==> config.mk <==
export PLATFORM = sky130hd
export DESIGN_NAME = display_scheduler
export DESIGN_NICKNAME = d
export VERILOG_FILES = /design/src/rtl/display_scheduler_pkg.sv /design/src/rtl/refresh_prescaler.sv /design/src/rtl/display_scheduler.sv
export SDC_FILE = /design/constraint.sdc
export NUM_CORES = 1
export LEC_CHECK = 0
export CORE_UTILIZATION = 40
export DETAILED_ROUTE_END_ITERATION = 7
export GPL_TIMING_DRIVEN = 0
export HOLD_SLACK_MARGIN = 0.05
export PLACE_DENSITY = 0.67
export SLEW_MARGIN = 20
export SYNTH_ARGS = -nofsm -noshare
export SYNTH_HDL_FRONTEND = slang
export SYNTH_SLANG_ARGS = --single-unit
export TNS_END_PERCENT = 50
==> constraint.sdc <==
create_clock -name i_Clk -period 2.5 [get_ports i_Clk]
set_input_delay 0.375 -clock i_Clk [delete_from_list [all_inputs] [get_ports i_Clk]]
set_output_delay 0.375 -clock i_Clk [all_outputs]
set_load 0.01 [all_outputs]
==> src/rtl/display_scheduler_pkg.sv <==
// Shared display types: frame source / scheduler state encoding and the blank digit code.
package display_scheduler_pkg;

  typedef enum logic [1:0] {
    StTime  = 2'd0,
    StAlarm = 2'd1,
    StMsg   = 2'd2
  } disp_state_e;

  localparam logic [3:0] BlankCode = 4'hF;

endpackage

==> src/rtl/refresh_prescaler.sv <==
// Free-running divider; tick is high while the count sits at REFRESH_DIV-1.
module refresh_prescaler #(
  parameter int unsigned REFRESH_DIV = 100000
) (
  input  logic clk,
  input  logic rst,
  output logic tick
);

  localparam int unsigned CntW = $clog2(REFRESH_DIV);

  logic [CntW-1:0] cnt_q;

  assign tick = (cnt_q == CntW'(REFRESH_DIV - 1));

  always_ff @(posedge clk or posedge rst) begin
    if (rst) begin
      cnt_q <= '0;
    end else if (tick) begin
      cnt_q <= '0;
    end else begin
      cnt_q <= cnt_q + CntW'(1);
    end
  end

endmodule

==> src/rtl/display_scheduler.sv <==
// Chooses time, alarm or message data for the digit scanner, switching only at frame
// boundaries, with frame-based blinking and timed message display.
module display_scheduler
  import display_scheduler_pkg::*;
#(
  parameter int unsigned SEGMENT_NUM  = 4,
  parameter int unsigned REFRESH_DIV  = 100000,
  parameter int unsigned BLINK_FRAMES = 64,
  parameter int unsigned MSG_FRAMES   = 512
) (
  input  logic                     i_Clk,
  input  logic                     i_Reset,
  input  logic [4*SEGMENT_NUM-1:0] i_Time_BCD,
  input  logic [4*SEGMENT_NUM-1:0] i_Alarm_BCD,
  input  logic                     i_Alarm_Show,
  input  logic [4*SEGMENT_NUM-1:0] i_Msg_BCD,
  input  logic                     i_Msg_Req,
  input  logic [SEGMENT_NUM-1:0]   i_Blink_Mask,
  output logic                     o_Refresh_En,
  output logic                     o_Frame_Start,
  output logic [4*SEGMENT_NUM-1:0] o_BCD_Num,
  output logic [1:0]               o_Source,
  output logic                     o_Msg_Ack,
  output logic                     o_Msg_Done
);

  localparam int unsigned DataW  = 4 * SEGMENT_NUM;
  localparam int unsigned DigitW = (SEGMENT_NUM > 1) ? $clog2(SEGMENT_NUM) : 1;
  localparam int unsigned BlinkW = (BLINK_FRAMES > 1) ? $clog2(BLINK_FRAMES) : 1;
  localparam int unsigned MsgW   = (MSG_FRAMES > 1) ? $clog2(MSG_FRAMES) : 1;

  logic tick;
  logic boundary;
  logic rearb;
  logic [DataW-1:0] src;

  disp_state_e       state_q, state_d;
  logic [DigitW-1:0] digit_q, digit_d;
  logic [BlinkW-1:0] blink_cnt_q, blink_cnt_d;
  logic              blink_hide_q, blink_hide_d;
  logic [MsgW-1:0]   msg_cnt_q, msg_cnt_d;
  logic [DataW-1:0]  bcd_q, bcd_d;
  logic              refresh_q, refresh_d;
  logic              frame_start_q, frame_start_d;
  logic              ack_q, ack_d;
  logic              done_q, done_d;

  refresh_prescaler #(
    .REFRESH_DIV(REFRESH_DIV)
  ) u_prescaler (
    .clk  (i_Clk),
    .rst  (i_Reset),
    .tick (tick)
  );

  // The tick that starts digit 0 is the frame boundary.
  assign boundary = tick && (digit_q == '0);

  always_comb begin
    state_d       = state_q;
    digit_d       = digit_q;
    blink_cnt_d   = blink_cnt_q;
    blink_hide_d  = blink_hide_q;
    msg_cnt_d     = msg_cnt_q;
    bcd_d         = bcd_q;
    refresh_d     = tick;
    frame_start_d = boundary;
    ack_d         = 1'b0;
    done_d        = 1'b0;
    rearb         = 1'b0;
    src           = '0;

    if (tick) begin
      digit_d = (digit_q == DigitW'(SEGMENT_NUM - 1)) ? '0 : digit_q + DigitW'(1);
    end

    if (boundary) begin
      if (blink_cnt_q == BlinkW'(BLINK_FRAMES - 1)) begin
        blink_cnt_d  = '0;
        blink_hide_d = ~blink_hide_q;
      end else begin
        blink_cnt_d = blink_cnt_q + BlinkW'(1);
      end

      rearb = 1'b1;
      if (state_q == StMsg) begin
        if (msg_cnt_q == MsgW'(MSG_FRAMES - 1)) begin
          done_d = 1'b1;
        end else begin
          msg_cnt_d = msg_cnt_q + MsgW'(1);
          rearb     = 1'b0;
        end
      end

      if (rearb) begin
        if (i_Msg_Req) begin
          state_d   = StMsg;
          msg_cnt_d = '0;
          ack_d     = 1'b1;
          bcd_d     = i_Msg_BCD;
        end else begin
          state_d = i_Alarm_Show ? StAlarm : StTime;
          src     = i_Alarm_Show ? i_Alarm_BCD : i_Time_BCD;
          // The phase in force for this frame is the current one, not the toggled one.
          for (int unsigned i = 0; i < SEGMENT_NUM; i++) begin
            bcd_d[4*i +: 4] = (blink_hide_q && i_Blink_Mask[i]) ? BlankCode : src[4*i +: 4];
          end
        end
      end
    end
  end

  always_ff @(posedge i_Clk or posedge i_Reset) begin
    if (i_Reset) begin
      state_q       <= StTime;
      digit_q       <= '0;
      blink_cnt_q   <= '0;
      blink_hide_q  <= 1'b0;
      msg_cnt_q     <= '0;
      bcd_q         <= {SEGMENT_NUM{BlankCode}};
      refresh_q     <= 1'b0;
      frame_start_q <= 1'b0;
      ack_q         <= 1'b0;
      done_q        <= 1'b0;
    end else begin
      state_q       <= state_d;
      digit_q       <= digit_d;
      blink_cnt_q   <= blink_cnt_d;
      blink_hide_q  <= blink_hide_d;
      msg_cnt_q     <= msg_cnt_d;
      bcd_q         <= bcd_d;
      refresh_q     <= refresh_d;
      frame_start_q <= frame_start_d;
      ack_q         <= ack_d;
      done_q        <= done_d;
    end
  end

  assign o_Refresh_En  = refresh_q;
  assign o_Frame_Start = frame_start_q;
  assign o_BCD_Num     = bcd_q;
  assign o_Source      = state_q;
  assign o_Msg_Ack     = ack_q;
  assign o_Msg_Done    = done_q;

endmodule
==> metrics.cfg, run 1 <==
[status]
status=complete, no violations

[final_layout]
insertedDiodeCount=0
layout_commonest_cell=clkdlybuf4s50_1
fin_cells=497
fill_cells=644
final_cell_mix=clkdlybuf4s50_1 (76), dfrtp_1 (41), nor2_1 (26)
drive_above_1_share_pct=12.1
fin_nets=454
syn_to_final_growth_pct=36.5

[routing]
post-route-drc-count=0
dr.pass1.iters=4
num_vias=2652
wire_per_inst_um=15.8
via_per_inst=5.34
drt_iter0_markers=138
ant_nets=0
wl_um=7850

[synth]
synthAdderAreaFrac_pct=2.05
syn_inst=306
ys_seq_elements=57
synth.distinct_cells=50
synth_top_family_by_area=compound AO/OA/AOI/OAI gates
muxShareOfSynthArea_pct=1.07
synthSimpleGateAreaFrac_pct=19.6
synth_flop_cell=dfrtp_1
syn_area_mm2=0.00305
synth_sequential_area_ratio_pct=47.4
synth_edf_count=0
synth_xor_area_share_pct=4.31
yosys_warnings=0
async_flop_share_pct=100
synth_nets=367
synth_compound_area_share_pct=21.8
synth_area_per_cell_um2=9.97

[floorplanning]
die_height_um=89.3
placementRows=31
die-area_mm2=0.00798
start_util_pct=41.6
dieWidth_um=89.3
core_mm2=0.00733
num_io_pins=78

[global_route]
grt_use_total_pct=21.0
grt_max_degree=58
grt_pass1_wl_um=12400
antenna_found_initial=0
grt_pass1_vias=2561
grt_overflow_total=0

[critical_path]
path_class=flop to flop
cp-end-kind=flop
cp-start-kind=flop
reg2reg_setup_slack_ns=0.21
critical_path_arrival_ns=2.51
cp_max_fo=7
worst-endpoint-required_ns=2.72

[clocking]
clkLatencyLatePin_ns=0.34
cts_tree=done
root_buffer=clkbuf_8
htree_levels=3
cts.sinks=57
cts_buffers=9
ctsHoldBuffers=0
clk_pin_slew_ns=0.07
clockBufferDepth=2

[place]
portBuffers=76
place_inst=481
gp_congestion=0.824
dp_hpwl_um=5780

[sta]
fin_crit_ns=2.29
clock_skew_ns=0.00889
fin_crit_sh_pct=91.6
hold_violations=0
slew_headroom_pct=53.2
tightest_slew_ns=0.702
rsz0062_at_grt=false
setup_viol=0
slew_viol_final=0
fmax_mhz=437

[min_path]
hold_path.class=flop to flop

[pwr]
p_leak_nw=1.68
powerDensity_mw_per_mm2=479
power.total_w=0.00199
ir_drop_uv=378

[run]
maxCapViolations=0

==> metrics by stage <==
step | util, % | worst slack, ns | TNS, ns | hold WS (ns) | instance area [um2]
global placement | 53.7 | -0.318 | -12.94 | 0.476 | 3940
finish | 56.8 | 0.210 | 0 | 0.478 | 4160
detailed placement | 53.7 | 0.0573 | 0 | 0.474 | 3940
CTS | 56.6 | 0.0427 | 0 | 0.483 | 4150
global route | 56.8 | 0.0741 | 0 | 0.505 | 4160
floorplan | - | 0.375 | 0 | 0.448 | 3050
==> cells by family (layout without fill, tap and decap cells) <==
group                    Yosys count  after routing
AO/OA/AOI/OAI                     88             88
XOR/XNOR                          15             15
adder cells (fa/ha/maj)            5              5
buffers and inverters             28            120
flip-flops                        57             57
multiplexers                       3              3
AND/OR/NAND/NOR                  110            110
==> final timing paths <==
check	start	end	depth (start not counted)
worst max-delay path	u_prescaler.cnt_q[11]	blink_cnt_q[0]	5
worst min-delay path	u_prescaler.cnt_q[0]	u_prescaler.cnt_q[0]	1
worst max register to register	u_prescaler.cnt_q[11]	blink_cnt_q[0]	5
worst min register to register	u_prescaler.cnt_q[0]	u_prescaler.cnt_q[0]	1
max in group asynchronous	i_Reset	u_prescaler.cnt_q[3]	2
min in group asynchronous	i_Reset	u_prescaler.cnt_q[1]	2
==> critical path: stages (launching register included) <==
cell and delay, ns:
dfrtp_1 0.42, or4b_4 0.55, or4_1 0.46, buf_2 0.19, nor2_2 0.20, mux2_1 0.34
==> where the power goes <==
group          switching, W  internal, W
clock              0.000371     0.000539
sequential                0     0.000924
combinational     0.0000635    0.0000945
total              0.000435      0.00156
==> synthesized netlist by cell type (2+ instances only) <==
library cell,count,area share [%]
dfrtp_1,41,34
nor2_1,26,3.2
nor2b_1,17,3.5
a211oi_1,16,3.9
dfstp_2,16,14
o2111ai_1,16,4.6
o21a_1,16,3.9
nand3_1,15,2.5
nand2_1,14,1.7
clkbuf_1,10,1.2
inv_1,9,1.1
xor2_1,8,2.3
and3_1,7,1.4
xnor2_1,7,2.0
a31oi_1,6,1.2
nor3_1,6,0.98
o21ai_1,6,0.98
a21o_1,5,1.2
buf_2,5,0.82
ha_1,5,2.1
nand4_1,5,1.0
a21oi_1,4,0.66
nor4_1,4,0.82
o31ai_1,4,0.98
and4_1,3,0.86
o21ai_0,3,0.49
or4_1,3,0.74
a22oi_1,2,0.49
a32o_1,2,0.66
inv_2,2,0.25
mux2_1,2,0.74
o2bb2ai_1,2,0.57
or3_1,2,0.41
==> state kept, by name (all words and copies together) (netlist names) <==
| name | flops |
|---|---|
| blink_cnt_q | 6 |
| blink_hide_q | 1 |
| digit_q | 2 |
| msg_cnt_q | 9 |
| o_BCD_Num | 16 |
| o_Frame_Start | 1 |
| o_Msg_Ack | 1 |
| o_Msg_Done | 1 |
| o_Refresh_En | 1 |
| o_Source | 2 |
| u_prescaler.cnt_q | 17 |
==> routing by layer <==
layer  share of wire, %  vias up  global-route usage (%)  wire (um)
met1                 46     1254                    28.0       3580
met4                1.2        0                    6.49         96
li1                   -     1322                       -          -
met3                5.7       11                    6.00        450
met5                  0        -                       0          0
met2                 47       65                    33.1       3720
==> timing repair <==
action / in CTS / in global routing
endpoints found under the setup margin: 0 / 18
setup buffers: 0 / 0
gates resized for setup: 0 / 2
==> final cells by class <==
type | instances | area, um2 | share of cell area, %
clock inverters | 4 | 50.0 | 1.20
clock buffers | 12 | 165 | 3.97
repair buffers | 76 | 761 | 18.3
plain buffers | 17 | 73.8 | 1.77
inverters | 11 | 43.8 | 1.05
flip-flops and latches | 57 | 1450 | 34.7
well taps | 99 | 124 | 2.97
multi-input cells | 221 | 1500 | 36.0
(Power assumes the default switching activity.)
==> inputs of run 2 (changes only) <==
Settings changed: MAX_ROUTING_LAYER set to met4, TNS_END_PERCENT 50 to 5.
==> metrics.cfg, run 2 (synthesized netlist as in run 1, its figures left out) <==
[sta]
tightest_slew_ns=0.698
setup_viol=0
fin_crit_sh_pct=91.4
clock_skew_ns=0.00869
rsz0062_at_grt=false
fmax_mhz=438
slew_headroom_pct=53.5
holdWs_ns=0.478
slew_viol_final=0
hold_violations=0
fin_crit_ns=2.29

[clocking]
cts_tree=done
htree_levels=3
cts_buffers=9
ctsHoldBuffers=0
root_buffer=clkbuf_8
cts.sinks=57
clkLatencyLatePin_ns=0.34
clk_pin_slew_ns=0.07
clockBufferDepth=2
cts_setup_buffers=0

[min_path]
hold_path.class=flop to flop
hold_depth=1
worstHoldStart=u_prescaler.cnt_q[0]
hold_path_end=u_prescaler.cnt_q[0]

[final_layout]
finish.utilization_pct=56.8
largest_register_ff_count=17
syn_to_final_growth_pct=36.5
regMostFlops=u_prescaler.cnt_q
fin_nets=454
layout_commonest_cell=clkdlybuf4s50_1
design_area_mm2=0.00416
final_cell_mix=clkdlybuf4s50_1 (76), dfrtp_1 (41), nor2_1 (26)
drive_above_1_share_pct=12.1
insertedDiodeCount=0

[critical_path]
reg2reg_depth=5
cp-start-kind=flop
worst-endpoint-required_ns=2.72
path_class=flop to flop
cp_max_fo=7
worstReg2RegEnd=blink_cnt_q[0]
r2r_start=u_prescaler.cnt_q[11]
critical_path_arrival_ns=2.51
reg2reg_setup_slack_ns=0.21
cp-end-kind=flop

[place]
portBuffers=76
dp_hpwl_um=5780
gp_congestion=0.837
placed_cell_area_mm2=0.00394

[floorplanning]
die-area_mm2=0.00798
die_height_um=89.3
core_mm2=0.00733
placementRows=31
start_util_pct=41.6
num_io_pins=78
dieWidth_um=89.3

[global_route]
grt_overflow_total=0
grt_pass1_vias=2559
grt_max_degree=58
grt_use_total_pct=21.6
antenna_found_initial=0
grt_pass1_wl_um=12400

[run]
maxCapViolations=0

[routing]
post-route-drc-count=0
ant_nets=0
drt_iter0_markers=149
num_vias=2694
via_per_inst=5.42
dr.pass1.iters=4
wire_per_inst_um=15.9
wl_um=7880

[status]
status=complete, no violations

[pwr]
powerDensity_mw_per_mm2=478
p_leak_nw=1.68
ir_drop_uv=378

==> run 2: metrics by stage <==
stage               total power (W)  cells  TNS, ns  worst slack [ns]
floorplan                  0.000996    306        0             0.375
global placement            0.00110    481   -12.94            -0.318
detailed placement          0.00110    481        0            0.0573
CTS                         0.00202    497        0            0.0427
global route                0.00207    497        0            0.0741
finish                      0.00199    497        0             0.215
==> run 2: routing by layer <==
metal | vias up | track usage [%] | routed length [um]
li1 | 1318 | - | -
met1 | 1284 | 27.9 | 3590
met2 | 79 | 33.1 | 3730
met3 | 13 | 6.00 | 448
met4 | 0 | 6.49 | 113
met5 | - | - | 0
==> run 2: layout make-up <==
cell class                 count  area (um2)
clock buffer                  12         165
inverter                      11        43.8
timing repair buffer          76         761
fill                         644        3170
sequential                    57        1450
clock inverter                 4        50.0
tap                           99         124
multi-input combinational    221        1500
buffer                        17        73.8
==> run 2: worst max-delay path: stages (launching register included) <==
cell and delay, ns:
dfrtp_1 0.42, or4b_4 0.55, or4_1 0.46, buf_2 0.19, nor2_2 0.19, mux2_1 0.34
==> run 2: repair_timing <==
action                                  CTS  global route
endpoints found under the setup margin    0            18
hold endpoints to repair                  0             0
resized for setup                         0             2
==> run 2: power breakdown <==
part / internal, W / switching [W]
clock: 0.000539 / 0.000371
sequential: 0.000924 / 0
combinational: 0.0000945 / 0.0000634
total: 0.00156 / 0.000434
==> run 2: worst max-delay path by stage <==
stage                                from             end  slack, ns  cells after the start
global placement                  i_Reset    msg_cnt_q[0]      -0.32                      2
floorplan            u_prescaler.cnt_q[8]  blink_cnt_q[0]       0.38                      5
global route        u_prescaler.cnt_q[11]    msg_cnt_q[0]       0.07                      5
detailed placement           msg_cnt_q[0]   o_BCD_Num[14]       0.06                      6
CTS                          msg_cnt_q[0]   o_BCD_Num[14]       0.04                      6
finish              u_prescaler.cnt_q[11]  blink_cnt_q[0]       0.21                      5
